[config.mk]
export PLATFORM = sky130hd
export DESIGN_NAME = fetch_unit
export DESIGN_NICKNAME = d
export VERILOG_FILES = /design/src/rtl/fetch_unit_pkg.sv /design/src/rtl/fetch_next_pc.sv /design/src/rtl/fetch_unit.sv
export SDC_FILE = /design/constraint.sdc
export NUM_CORES = 1
export LEC_CHECK = 0
export BUFFER_PORTS_ARGS = -buffer_cell sky130_fd_sc_hd__buf_2
export CAP_MARGIN = 20
export CORE_ASPECT_RATIO = 1.75
export CORE_UTILIZATION = 30
export DETAILED_ROUTE_END_ITERATION = 6
export GPL_ROUTABILITY_DRIVEN = 0
export SLEW_MARGIN = 20
export SYNTH_ARGS = -nofsm -noshare
export SYNTH_HDL_FRONTEND = slang
export SYNTH_SLANG_ARGS = --single-unit
[constraint.sdc]
create_clock -name clk -period 3.7 [get_ports clk]
set_input_delay 0.74 -clock clk [delete_from_list [all_inputs] [get_ports clk]]
set_output_delay 0.74 -clock clk [all_outputs]
set_load 0.01 [all_outputs]
[src/rtl/fetch_unit_pkg.sv]
// Shared fetch-stage definitions: reset PC, squash encoding, FSM state type,
// IF/DEC payload layout, and the jump opcode range used by the BTB and EX.
package fetch_unit_pkg;

  localparam int unsigned XLEN  = 16;
  localparam int unsigned OPC_W = 4;

  localparam logic [XLEN-1:0] RESET_PC  = 16'h0000;
  localparam logic [XLEN-1:0] NOP_INSTR = 16'h0000;

  // Jump opcodes occupy a contiguous range so classification is a compare.
  localparam logic [OPC_W-1:0] OP_JUMP   = 4'b0110;
  localparam logic [OPC_W-1:0] OP_JUMPZ  = 4'b0111;
  localparam logic [OPC_W-1:0] OP_JUMPNZ = 4'b1000;
  localparam logic [OPC_W-1:0] OP_JUMPEQ = 4'b1001;
  localparam logic [OPC_W-1:0] OP_JUMPNE = 4'b1010;

  typedef enum logic [1:0] {
    S_RESET = 2'd0,
    S_REQ   = 2'd1,
    S_DRAIN = 2'd2,
    S_STALL = 2'd3
  } fetch_state_e;

  // IF/DEC pipeline register contents (valid bit kept separately).
  typedef struct packed {
    logic [XLEN-1:0] instr;
    logic [XLEN-1:0] pc;
    logic            predicted;
    logic [XLEN-1:0] pred_target;
  } if_payload_t;

  function automatic logic is_jump(input logic [OPC_W-1:0] op);
    return (op >= OP_JUMP) && (op <= OP_JUMPNE);
  endfunction

  // Sequential PC, modulo 2^XLEN.
  function automatic logic [XLEN-1:0] pc_inc(input logic [XLEN-1:0] pc);
    return pc + XLEN'(1);
  endfunction

endpackage

[src/rtl/fetch_next_pc.sv]
// Next-PC selection for the fetch stage.
// Priority: redirect > taken prediction > sequential increment; otherwise hold.
// Ports:
//   pc_q       current program counter
//   redirect   BTB redirect (squash and refetch from target)
//   advance    current fetch completed and is being captured
//   pred_taken capture is under a taken prediction
//   target     BTB target (redirect or prediction)
//   next_pc_c  combinational next program counter
module fetch_next_pc
  import fetch_unit_pkg::*;
(
  input  logic [XLEN-1:0] pc_q,
  input  logic            redirect,
  input  logic            advance,
  input  logic            pred_taken,
  input  logic [XLEN-1:0] target,
  output logic [XLEN-1:0] next_pc_c
);

  always_comb begin
    next_pc_c = pc_q;
    if (redirect) begin
      next_pc_c = target;
    end else if (advance) begin
      next_pc_c = pred_taken ? target : pc_inc(pc_q);
    end
  end

endmodule

[src/rtl/fetch_unit.sv]
// Instruction-fetch stage: owns the PC, issues word requests to instruction
// memory over req/ack, presents fetch_pc to the BTB, applies BTB predictions
// and redirects, and holds the IF/DEC register while decode stalls.
// Optional feature macro: FETCH_BTB_PREDICT_EN (taken predictions steer the
// next PC; when undefined btb_prediction is ignored and if_predicted /
// if_pred_target read 0).
// Ports:
//   clk, rst                 clock, asynchronous active-high reset
//   btb_prediction/target    BTB taken prediction and target for fetch_pc
//   btb_nop                  BTB redirect to btb_target, squashes IF/DEC
//   stall                    decode cannot accept if_* this cycle
//   imem_req/addr/ack/rdata  instruction memory handshake
//   fetch_pc                 PC being fetched, to BTB
//   if_*                     IF/DEC pipeline register
module fetch_unit
  import fetch_unit_pkg::*;
(
  input  logic            clk,
  input  logic            rst,
  input  logic            btb_prediction,
  input  logic [XLEN-1:0] btb_target,
  input  logic            btb_nop,
  input  logic            stall,
  output logic            imem_req,
  output logic [XLEN-1:0] imem_addr,
  input  logic            imem_ack,
  input  logic [XLEN-1:0] imem_rdata,
  output logic [XLEN-1:0] fetch_pc,
  output logic            if_valid,
  output logic [XLEN-1:0] if_instr,
  output logic [XLEN-1:0] if_pc,
  output logic            if_predicted,
  output logic [XLEN-1:0] if_pred_target
);

  fetch_state_e    state_q, state_d;
  logic [XLEN-1:0] pc_q, pc_d;
  logic [XLEN-1:0] drain_addr_q;
  logic            if_valid_q;
  if_payload_t     if_q;

  logic            accept;
  logic            capture;
  logic            enter_drain;
  logic            pred_taken;
  logic [XLEN-1:0] pred_target_in;

`ifdef FETCH_BTB_PREDICT_EN
  assign pred_taken     = btb_prediction;
  assign pred_target_in = btb_target;
`else
  logic unused_btb_prediction;
  assign unused_btb_prediction = btb_prediction;
  assign pred_taken     = 1'b0;
  assign pred_target_in = '0;
`endif

  // Decode can take a new instruction when the register is empty or draining.
  assign accept = !if_valid_q || !stall;

  // Only a completed request issued from S_REQ delivers usable data.
  assign capture = (state_q == S_REQ) && imem_req && imem_ack && !btb_nop;

  // A request already on the bus cannot be withdrawn, so a redirect during
  // a wait must first let the old request complete.
  assign enter_drain = btb_nop && imem_req && !imem_ack;

  // State register
  always_ff @(posedge clk or posedge rst) begin
    if (rst) begin
      state_q <= S_RESET;
    end else begin
      state_q <= state_d;
    end
  end

  // Next-state logic
  always_comb begin
    state_d = state_q;
    if (btb_nop) begin
      state_d = enter_drain ? S_DRAIN : S_REQ;
    end else begin
      case (state_q)
        S_RESET: state_d = S_REQ;
        S_REQ:   if (!accept)  state_d = S_STALL;
        S_DRAIN: if (imem_ack) state_d = S_REQ;
        S_STALL: if (!stall)   state_d = S_REQ;
        default: state_d = S_RESET;
      endcase
    end
  end

  // Memory request outputs
  always_comb begin
    imem_req  = 1'b0;
    imem_addr = pc_q;
    case (state_q)
      S_REQ: begin
        imem_req = accept;
      end
      S_DRAIN: begin
        imem_req  = 1'b1;
        imem_addr = drain_addr_q;
      end
      default: begin
      end
    endcase
  end

  fetch_next_pc u_next_pc (
    .pc_q       (pc_q),
    .redirect   (btb_nop),
    .advance    (capture),
    .pred_taken (pred_taken),
    .target     (btb_target),
    .next_pc_c  (pc_d)
  );

  // Program counter and the address of a request being drained
  always_ff @(posedge clk or posedge rst) begin
    if (rst) begin
      pc_q         <= RESET_PC;
      drain_addr_q <= RESET_PC;
    end else begin
      pc_q <= pc_d;
      // Later redirects while draining keep the original bus address.
      if (enter_drain && (state_q == S_REQ)) begin
        drain_addr_q <= pc_q;
      end
    end
  end

  // IF/DEC pipeline register
  always_ff @(posedge clk or posedge rst) begin
    if (rst) begin
      if_valid_q <= 1'b0;
      if_q       <= '{instr: NOP_INSTR, pc: '0, predicted: 1'b0, pred_target: '0};
    end else begin
      if (btb_nop) begin
        if_valid_q <= 1'b0;
        if_q.instr <= NOP_INSTR;
      end else if (capture) begin
        if_valid_q <= 1'b1;
        if_q       <= '{instr: imem_rdata, pc: pc_q, predicted: pred_taken,
                        pred_target: pred_target_in};
      end else if (if_valid_q && !stall) begin
        if_valid_q <= 1'b0;
      end
    end
  end

  assign fetch_pc       = pc_q;
  assign if_valid       = if_valid_q;
  assign if_instr       = if_q.instr;
  assign if_pc          = if_q.pc;
  assign if_predicted   = if_q.predicted;
  assign if_pred_target = if_q.pred_target;

endmodule

## Yosys cells after proc, flatten, opt, wreduce, memory -nomap -nowiden

Index checks and enable logic that the tools add are counted.
Widths: inputs -> output; s select.

- Output and inout bits: 83
- Word-level logic and storage cells: 46
- Register bits after elaboration: 67

- Reduce and logical (&&, ||, !) cells: 17
- $add $sub $neg: 1
- Multiplexer cells: 15
- Eq/ne operators: 6
- Bitwise logic cells: 1

Operators by type and width:

| cell | count |
|---|---|
| $mux 16 | 4 |
| $mux 49 | 1 |
| $add 16x1->16 const B | 1 |
| $mux 2 | 5 |
| $ne 3x3->1 const B | 3 |
| $pmux 2 s4 | 1 |
| $logic_and 1x1->1 | 7 |
| $eq 2x2->1 const B | 2 |
| $logic_not 1->1 | 4 |
| $mux 1 | 3 |
| $reduce_and 3->1 | 1 |
| $reduce_bool 3->1 | 1 |
| $eq 2x1->1 const B | 1 |
| $logic_not 2->1 | 1 |
| $pmux 1 s2 | 1 |
| $reduce_and 2->1 | 1 |
| $reduce_bool 2->1 | 1 |
| $logic_or 1x1->1 | 1 |
| $not 1->1 | 1 |

## Longest topological paths before layout

Gate-level depths: netlist of run 1.

- Word-level depth: 8
- Depth in mapped cells: 9
- Mapped depth without buffers: 6

## Modules after synthesis

From an unflattened synthesis of run 1, not the netlist that was laid out.

- Cells, all modules: 329
- Area, all modules: 3,548.4 um^2

Modules (own cells, without submodules):

| module | cells an instance | sequential area each (um^2) | instances | area each (um^2) |
|---|---|---|---|---|
| fetch_unit | 220 | 1,676.6 | 1 | 2,890.3 |
| fetch_next_pc | 109 | 0.0 | 1 | 658.1 |

## Worst setup path before layout of run 1

OpenSTA, ideal clock, no wires.

- Kind: register -> register
- Start point: reg state_q[0]
- End point: reg if_q, in the netlist if_pc[0]
- Path slack: 1,418 ps
- Arrival: 2,158 ps
- Period minus slack after synthesis: 2,282 ps
- Buffers on the path: 2
- Cell stages (with the launch flop): 9
- Cell sequence: dfrtp_1 -> inv_1 -> ha_1 -> nand3b_2 -> or2_2 -> buf_2 -> nor2_4 -> buf_4 -> mux2_2

- Word-level cells in the longest chain between the ends: 6
- Elaborated cells on any way between the ends: 7
- Classes of those cells: eq/ne (2); mux (1); reduce/logical (4)

RTL lines:

| what | RTL line | RTL |
|---|---|---|
| start, declared | fetch_unit.sv:36 | `fetch_state_e state_q, state_d;` |
| start signal, assigned | fetch_unit.sv:73 | `state_q <= state_d;` |
| $eq 2x2->1 / $eq 2x1->1 (equally long branches) | fetch_unit.sv:97, fetch_unit.sv:62 |  |
| $pmux 1 s2 | fetch_unit.sv:97 | `case (state_q)` |
| $logic_and 1x1->1 * (3 in series) | fetch_unit.sv:62 | `assign capture = (state_q == S_REQ) && imem_req && imem_ack && !btb_nop;` |
| $reduce_and 2->1 (no line) * | -- |  |
| end signal, assigned | fetch_unit.sv:137 | `if_q <= '{instr: NOP_INSTR, pc: '0, predicted: 1'b0, pred_target: '0};` |
| end signal, assigned | fetch_unit.sv:144 | `if_q <= '{instr: imem_rdata, pc: pc_q, predicted: pred_taken,` |
| end, declared | fetch_unit.sv:40 | `if_payload_t if_q;` |

Every way passes the cells marked *; elsewhere a longest branch is shown, timed or not.
A chain may end at the register's enable or synchronous reset.

## Worst setup path after layout of run 1

Ends and elaborated chain as after synthesis.

==> tab_implementation.tex, run 1 <==
\begin{tabular}{lr}
\hline
Metric & Value \\
\hline
\multicolumn{2}{l}{\textbf{Worst setup path}} \\
\quad Endpoint required time on the critical path & 3910 ps \\
\quad Kind of start point of the critical path & flop \\
\quad Critical path, cell by cell & inv\_1 > ha\_1 > nand3b\_2 > or2\_2 > nor2\_4 > mux2\_2 \\
\quad Type of the worst setup path & reg -> reg \\
\quad Crit path buffers/inverters & 1 \\
\quad Biggest cell delay along the critical path & 520 ps \\
\quad Arr. time, crit path & 2890 ps \\
\quad Crit path max-delay family & simple AND/OR/NAND/NOR gates \\
\quad Critical path capture point type & flop \\
\quad Max stage delay cell, worst path & sky130\_fd\_sc\_hd\_\_or2\_2 \\
\quad Critical path fanouts, max & 19 \\
\multicolumn{2}{l}{\textbf{Synth}} \\
\quad EDFF count, synth & 0 \\
\quad Post-synth top cells & sky130\_fd\_sc\_hd\_\_dfrtp\_1, sky130\_fd\_sc\_hd\_\_nand2\_1, sky130\_fd\_sc\_hd\_\_mux2\_2 \\
\quad Area share of the leading cell type in the synthesized netlist & 50.6\% \\
\quad Most frequent cell after synthesis & sky130\_fd\_sc\_hd\_\_dfrtp\_1 \\
\quad Post-Synthesis Cells & 309 \\
\quad Area of the mapped netlist & $\sim$3300 µm² \\
\quad Synth top area cells & sky130\_fd\_sc\_hd\_\_dfrtp\_1, sky130\_fd\_sc\_hd\_\_mux2\_2, sky130\_fd\_sc\_hd\_\_nand2\_1, sky130\_fd\_sc\_hd\_\_buf\_4, sky130\_fd\_sc\_hd\_\_a21oi\_1 \\
\quad Post-synth top area cell & sky130\_fd\_sc\_hd\_\_dfrtp\_1 \\
\quad Sequential area share after synthesis & 50.6\% \\
\quad Count of state elements after synthesis & 67 \\
\quad Synthesized area per cell & 10.7 µm² \\
\quad Cell variety after synth & 40 \\
\quad Synthesis Warnings & 0 \\
\quad Post-synth ARST share & 100\% \\
\quad Primary flip-flop cell chosen by synthesis mapping & sky130\_fd\_sc\_hd\_\_dfrtp\_1 \\
\multicolumn{2}{l}{\textbf{Die}} \\
\quad Starting density of the core & 31.0\% \\
\quad Number of primary I/O pins & 121 \\
\quad Placement Rows & 50 \\
\quad Die Area & 11500 µm² \\
\quad DIE WIDTH & 81.5 µm \\
\quad Core ar. & 10700 µm² \\
\quad Die H & 141 µm \\
\multicolumn{2}{l}{\textbf{Run status}} \\
\quad Status & finished, final reports clean \\
\multicolumn{2}{l}{\textbf{STA}} \\
\quad Setup-failing EPs final & 0 \\
\quad Accumulated negative setup slack & 0 ps \\
\quad Max Transition Viols Final & 0 \\
\quad Total count of hold-check failures in the final report & 0 \\
\quad Least-Margin Pin Slew & 814 ps \\
\quad Period minus WS final & around 2700 ps \\
\quad RSZ-0062 raised after global routing & no \\
\quad Min Hold Slack & approximately 500 ps \\
\quad Maximum clock frequency & 373 MHz \\
\quad Worst-case setup margin in the final layout & 1020 ps \\
\quad Ratio of final minimum period to clock period & 72.5\% \\
\quad Relative slew slack & 45.3\% \\
\quad Worst clock skew on the final layout & 2.78 ps \\
\multicolumn{2}{l}{\textbf{Clock network}} \\
\quad Clock root buffer & sky130\_fd\_sc\_hd\_\_clkbuf\_16 \\
\quad Number of buffers inserted to repair setup after CTS & 0 \\
\quad Count of hold-fix buffers inserted at cts & 0 \\
\quad Number of buffers created by CTS & 9 \\
\quad TritonCTS sink count & 67 \\
\quad Clock tree from TritonCTS & yes \\
\quad Clock Pin Slew Worst Setup and Hold Paths & 50 ps \\
\quad Depth of the CTS H-tree & 3 \\
\quad Clock latency on the worst-skew pair & 330 ps \\
\quad Clock tree buffer depth & 2 \\
\quad Post-CTS resize count & 0 \\
\multicolumn{2}{l}{\textbf{Drt}} \\
\quad Count of vias placed by the detailed router & 2552 \\
\quad Routed via count divided by cell count & $\sim$4.7 \\
\quad Final WL & 8170 µm \\
\quad First DRT Iteration DRCs & 117 \\
\quad WL per Instance & 15.0 µm \\
\quad DRT Pass-1 Iters & 4 \\
\quad Number of nets with antenna violations after routing & 0 \\
\quad DRC & 0 \\
\multicolumn{2}{l}{\textbf{Pwr}} \\
\quad Leakage power summed over all cells & 0.00194 µW \\
\quad Total chip power & 2960 µW \\
\quad Worst IR Drop VDD & $\sim$0.00035 V \\
\quad PwrDens & roughly 700 nW/µm² \\
\multicolumn{2}{l}{\textbf{Global routing}} \\
\quad Number of antenna violations at the first check in global routing & 0 \\
\quad Largest net degree at the start of global routing & 34 \\
\quad Global-route congestion overflow total & 0 \\
\quad First-pass GRT wire length & around 13000 µm \\
\quad Global-route usage over all layers & 15.5\% \\
\quad Via count of the first global-routing pass & 2558 \\
\multicolumn{2}{l}{\textbf{Cells and area}} \\
\quad Layout overhead on the synthesized area & 25.2\% \\
\quad Layout cells sized above 1 & a little over two fifths \\
\quad Count of nets after finishing & 451 \\
\quad Number of antenna repair diodes & 0 \\
\quad Layout fillers & 1099 \\
\multicolumn{2}{l}{\textbf{Placement}} \\
\quad PortBufs & 102 \\
\quad Post-detail-place hpwl & 5830 µm \\
\quad Worst setup timing slack at the placement stage & between 900 and 1000 ps \\
\multicolumn{2}{l}{\textbf{Job}} \\
\quad Number of violations of the max-capacitance limit & 0 \\
\multicolumn{2}{l}{\textbf{Min path}} \\
\quad Path category of the worst min-delay check & in -> async \\
\hline
\end{tabular}
-- sequential cells by signal, summed over array words and instances (netlist names) --
| signal | cells |
|---|---|
| fetch_pc | 16 |
| if_valid | 1 |
| if_pc | 16 |
| state_q | 2 |
| if_instr | 16 |
| drain_addr_q | 16 |
-- logic make-up after synthesis --
group	share of synthesized area, %
AO/OA/AOI/OAI	8.31
flip-flops	50.6
XOR/XNOR	1.85
buffers and inverters	7.25
other	0.113
multiplexers	16.8
adder cells (fa/ha/maj)	1.51
AND/OR/NAND/NOR	13.6
-- metrics by stage --
step | cell area, µm² | instances | utilization (%)
3_5_place_dp | 3870 | 528 | 36.2
5_1_grt | 4150 | 544 | 38.8
2_1_floorplan | 3370 | 325 | -
4_1_cts | 4150 | 544 | 38.8
6_report | 4150 | 544 | 38.8
3_3_place_gp | 3870 | 528 | 36.2
-- metal layers --
| metal | GRT usage, % | wire (µm) | up-vias |
|---|---|---|---|
| met1 | 16.9 | 3160 | 1233 |
| met2 | 27.4 | 4490 | 70 |
| li1 | - | - | 1239 |
| met5 | 0 | 0 | - |
| met3 | 3.43 | 336 | 10 |
| met4 | 7.33 | 183 | 0 |
-- area by class of cell --
cell class,instances,area (µm²),area share (%)
Clock buffer,14,264,6.36
Clock inverter,2,10.0,0.241
Inverter,8,30.0,0.724
Multi-Input combinational cell,216,1460,35.1
Sequential cell,67,1680,40.4
Tap cell,130,163,3.92
Timing Repair Buffer,107,548,13.2
-- final timing paths --
path                                              from  depth (start not counted)  slack [ps]                      end
worst min register to register    if_pc[9]$_DFFE_PP0P_                          1         500     if_pc[9]$_DFFE_PP0P_
worst max register to register  state_q[0]$_DFFE_PP0P_                          6        1020     if_pc[0]$_DFFE_PP0P_
max in group asynchronous                          rst                          3        2400    if_pc[15]$_DFFE_PP0P_
min in group clk                  if_pc[9]$_DFFE_PP0P_                          1         500     if_pc[9]$_DFFE_PP0P_
worst min-delay path                               rst                          2         500  if_instr[7]$_DFFE_PP0P_
worst max-delay path            state_q[0]$_DFFE_PP0P_                          6        1020     if_pc[0]$_DFFE_PP0P_
-- layout by cell type, fill, tap and decap left out, drive strengths merged, types with 2 or more instances in the layout --
cell / Yosys / final
a21oi: 18 / 18
nand2b: 2 / 2
clkinv: 0 / 2
o31a: 4 / 4
or2: 2 / 2
conb: 1 / 17
nand3: 7 / 7
a31oi: 5 / 5
nor3: 3 / 3
or3: 3 / 3
clkbuf: 9 / 14
mux2i: 4 / 4
mux2: 46 / 46
and4: 2 / 2
nor2: 8 / 8
buf: 25 / 107
nor4: 5 / 5
ha: 4 / 4
inv: 8 / 8
dfrtp: 67 / 67
nand4: 4 / 4
o21ai: 15 / 15
xnor2: 7 / 7
nand2: 50 / 50
-- report_power, final --
| part | leakage (µW) | switching, µW | internal, µW |
|---|---|---|---|
| registers | 0.000821 | 159 | 984 |
| clock network | 0.000137 | 294 | 488 |
| logic | 0.000983 | 537 | 497 |
Power figures use the tool's default switching activity.
==> run 2, diff against run 1 <==
ABC_AREA = 1   (was default)
clock period = 2.2 ns   (was 3.7 ns; I/O delays follow)
==> run 2 against run 1 <==
Against the previous run:
- the flow now finishes with violations (design-rule violations)
- design area up 6.2%
- sequential share of layout area down 2.4 points
- routed wire length up 14%
- global-route usage up 0.61 points
- critical path type is now reg -> out
- power up 87%
- final cell count up 29%
==> tab_implementation.tex, run 2 <==
\begin{tabular}{lr}
\hline
Metric & Value \\
\hline
\multicolumn{2}{l}{\textbf{Run status}} \\
\quad Status & finished with violations \\
\quad Violations in the final reports & design-rule violations \\
\multicolumn{2}{l}{\textbf{Clock network}} \\
\quad TritonCTS sink count & 67 \\
\quad Clock Pin Slew Worst Setup and Hold Paths & 50 ps \\
\quad Clock latency on the worst-skew pair & around 320 ps \\
\quad Clock tree from TritonCTS & yes \\
\quad Clock root buffer & sky130\_fd\_sc\_hd\_\_clkbuf\_16 \\
\quad Count of hold-fix buffers inserted at cts & 0 \\
\quad Number of buffers created by CTS & 9 \\
\quad Clock tree buffer depth & 2 \\
\quad Number of buffers inserted to repair setup after CTS & 0 \\
\quad Depth of the CTS H-tree & 3 \\
\multicolumn{2}{l}{\textbf{Synth}} \\
\quad Primary flip-flop cell chosen by synthesis mapping & sky130\_fd\_sc\_hd\_\_dfrtp\_1 \\
\quad Cell variety after synth & 30 \\
\quad Synthesized area per cell & 7.67 µm² \\
\quad Synthesis Warnings & 0 \\
\quad EDFF count, synth & 0 \\
\quad Post-synth top area cell & sky130\_fd\_sc\_hd\_\_dfrtp\_1 \\
\quad Post-synth ARST share & 100\% \\
\quad Post-Synthesis Cells & 461 \\
\quad Post-synth top cells & sky130\_fd\_sc\_hd\_\_nand2\_1, sky130\_fd\_sc\_hd\_\_dfrtp\_1, sky130\_fd\_sc\_hd\_\_o21ai\_0 \\
\quad Area of the mapped netlist & between 3000 and 4000 µm² \\
\quad Synth top area cells & sky130\_fd\_sc\_hd\_\_dfrtp\_1, sky130\_fd\_sc\_hd\_\_nand2\_1, sky130\_fd\_sc\_hd\_\_o21ai\_0, sky130\_fd\_sc\_hd\_\_buf\_4, sky130\_fd\_sc\_hd\_\_nand3\_1 \\
\quad Most frequent cell after synthesis & sky130\_fd\_sc\_hd\_\_nand2\_1 \\
\quad Area share of the leading cell type in the synthesized netlist & 47.4\% \\
\quad Count of state elements after synthesis & 67 \\
\quad Sequential area share after synthesis & 47.4\% \\
\multicolumn{2}{l}{\textbf{Worst setup path}} \\
\quad Type of the worst setup path & reg -> out \\
\quad Max stage delay cell, worst path & sky130\_fd\_sc\_hd\_\_dfrtp\_1 \\
\quad Critical path fanouts, max & 32 \\
\quad Length in cells of the worst reg-to-reg path & 9 \\
\quad Kind of start point of the critical path & flop \\
\quad Critical path capture point type & output pin \\
\quad Worst reg-to-reg setup slack & 310 ps \\
\quad Biggest cell delay along the critical path & slightly below 400 ps \\
\quad Critical path, cell by cell & inv\_1 > ha\_1 > buf\_6 > o21ai\_0 > buf\_2 \\
\quad Arr. time, crit path & 1670 ps \\
\quad Endpoint required time on the critical path & 1760 ps \\
\multicolumn{2}{l}{\textbf{Global routing}} \\
\quad Via count of the first global-routing pass & 3172 \\
\quad First-pass GRT wire length & 15400 µm \\
\quad Number of antenna violations at the first check in global routing & 0 \\
\quad Global-route congestion overflow total & 0 \\
\quad Global-route usage over all layers & 16.1\% \\
\quad Largest net degree at the start of global routing & 68 \\
\multicolumn{2}{l}{\textbf{STA}} \\
\quad Setup-failing EPs final & 0 \\
\quad Max Transition Viols Final & 0 \\
\quad Total count of hold-check failures in the final report & 0 \\
\quad RSZ-0062 raised after global routing & no \\
\quad Min Hold Slack & approximately 170 ps \\
\quad Worst clock skew on the final layout & 4.79 ps \\
\quad Relative slew slack & 58.0\% \\
\quad Period minus WS final & 2110 ps \\
\quad Maximum clock frequency & 475 MHz \\
\quad Accumulated negative setup slack & 0 ps \\
\quad Ratio of final minimum period to clock period & 95.7\% \\
\quad Least-Margin Pin Slew & 629 ps \\
\quad Worst-case setup margin in the final layout & approximately 94 ps \\
\multicolumn{2}{l}{\textbf{Placement}} \\
\quad PortBufs & 102 \\
\quad Post-detail-place hpwl & roughly 7000 µm \\
\quad Worst setup timing slack at the placement stage & between 300 and 400 ps \\
\multicolumn{2}{l}{\textbf{Pwr}} \\
\quad Switching share of power & 39.9\% \\
\quad Leakage power summed over all cells & 0.00245 µW \\
\quad Total chip power & 5540 µW \\
\quad Clock power share & 25.6\% \\
\quad Worst IR Drop VDD & 0.000379 V \\
\quad Net switching power & between 2000 and 2500 µW \\
\quad Share of power burned in combinational logic & 37.6\% \\
\quad Total internal power & 3330 µW \\
\quad PwrDens & 1260 nW/µm² \\
\quad Sequential fraction of design power & 36.8\% \\
\multicolumn{2}{l}{\textbf{Cells and area}} \\
\quad Count of nets after finishing & just over 600 \\
\quad Layout cells sized above 1 & 26.1\% \\
\quad Layout overhead on the synthesized area & 24.7\% \\
\quad Leading cell types in the layout, fill and taps excluded & sky130\_fd\_sc\_hd\_\_nand2\_1, sky130\_fd\_sc\_hd\_\_buf\_2, sky130\_fd\_sc\_hd\_\_dfrtp\_1 \\
\quad Most common library cell in the layout ignoring fill and taps & sky130\_fd\_sc\_hd\_\_nand2\_1 \\
\quad Number of antenna repair diodes & 0 \\
\multicolumn{2}{l}{\textbf{Die}} \\
\quad Core ar. & between 10000 and 15000 µm² \\
\quad Die H & 146 µm \\
\quad Number of primary I/O pins & 121 \\
\quad Die Area & $\sim$12000 µm² \\
\quad DIE WIDTH & 84.1 µm \\
\quad Starting density of the core & 30.7\% \\
\quad Placement Rows & 52 \\
\multicolumn{2}{l}{\textbf{Drt}} \\
\quad First DRT Iteration DRCs & 233 \\
\quad DRT Pass-1 Iters & 7 \\
\quad Count of vias placed by the detailed router & between 3000 and 4000 \\
\quad Routed via count divided by cell count & 4.58 \\
\quad Final WL & 9350 µm \\
\quad Number of nets with antenna violations after routing & 0 \\
\quad WL per Instance & 13.3 µm \\
\quad DRC & 20 \\
\multicolumn{2}{l}{\textbf{Job}} \\
\quad Number of violations of the max-capacitance limit & 0 \\
\multicolumn{2}{l}{\textbf{Min path}} \\
\quad Path category of the worst min-delay check & in -> async \\
\hline
\end{tabular}
run 2: final timing paths:
| check | startpoint | to |
|---|---|---|
| hold / removal | rst | if_instr[11]$_DFFE_PP0P_ |
| hold reg to reg | if_instr[4]$_DFFE_PP0P_ | if_instr[4]$_DFFE_PP0P_ |
| max in group asynchronous | rst | if_valid$_DFFE_PP0P_ |
| setup reg to reg | state_q[0]$_DFFE_PP0P_ | fetch_pc[12]$_DFFE_PP0P_ |
| setup / recovery | state_q[0]$_DFFE_PP0P_ | imem_addr[11] |
| min in group clk | imem_rdata[8] | if_instr[8]$_DFFE_PP0P_ |
run 2: area by class of cell:
type | count | area (µm²)
flip-flops and latches | 67 | 1680
clock buffers | 11 | 243
multi-input cells | 344 | 1570
well taps | 135 | 169
fillers | 1232 | 7110
inverters | 32 | 120
clock inverters | 5 | 52.6
repair buffers | 108 | 572
run 2: what timing repair did:
action,CTS,global route
hold endpoints to repair,0,0
endpoints found under the setup margin,0,7
resized for setup,0,2
run 2: cell families (layout without fill, tap and decap cells):
| family | count (synthesis) | after routing | share of synthesized area, % |
|---|---|---|---|
| flip-flops | 67 | 67 | 47.4 |
| AND/OR/NAND/NOR | 254 | 254 | 29.8 |
| AO/OA/AOI/OAI | 67 | 67 | 11.0 |
| other | 1 | 17 | 0.106 |
| adder cells (fa/ha/maj) | 4 | 4 | 1.42 |
| buffers and inverters | 66 | 156 | 9.73 |
| XOR/XNOR | 2 | 2 | 0.496 |
run 2: layer usage:
layer  vias to the layer above  track usage, %  share of wire, %
met1                      1455            17.0                38
met5                         -               0                 0
met3                        23            4.54               6.0
met2                       106            27.9                52
li1                       1631               -                 -
met4                         0            9.91               3.8
run 2: power groups by stage:
stage	clock network (µW)	logic, µW	registers (µW)
after detailed placement	0	2100	2060
final	1420	2080	2040
after global routing	1500	2360	2110
after CTS	1460	2100	2040
after global placement	0	2050	2030
after floorplan	0	1240	2120
run 2: critical path: cells and delay by family, from the launching register on:
kind / cells / cell delay (ps)
buf+inv: 3 / 450
compound gates: 1 / 260
flops: 1 / 390
fa+ha+maj: 1 / 230
run 2: through the flow:
stage                     instances  utilization, %  instance area, µm²
after floorplan                 477               -                3590
after global placement          686            35.7                4110
after detailed placement        686            35.7                4110
after CTS                       702            38.2                4400
after global routing            702            38.3                4410
final                           702            38.3                4410
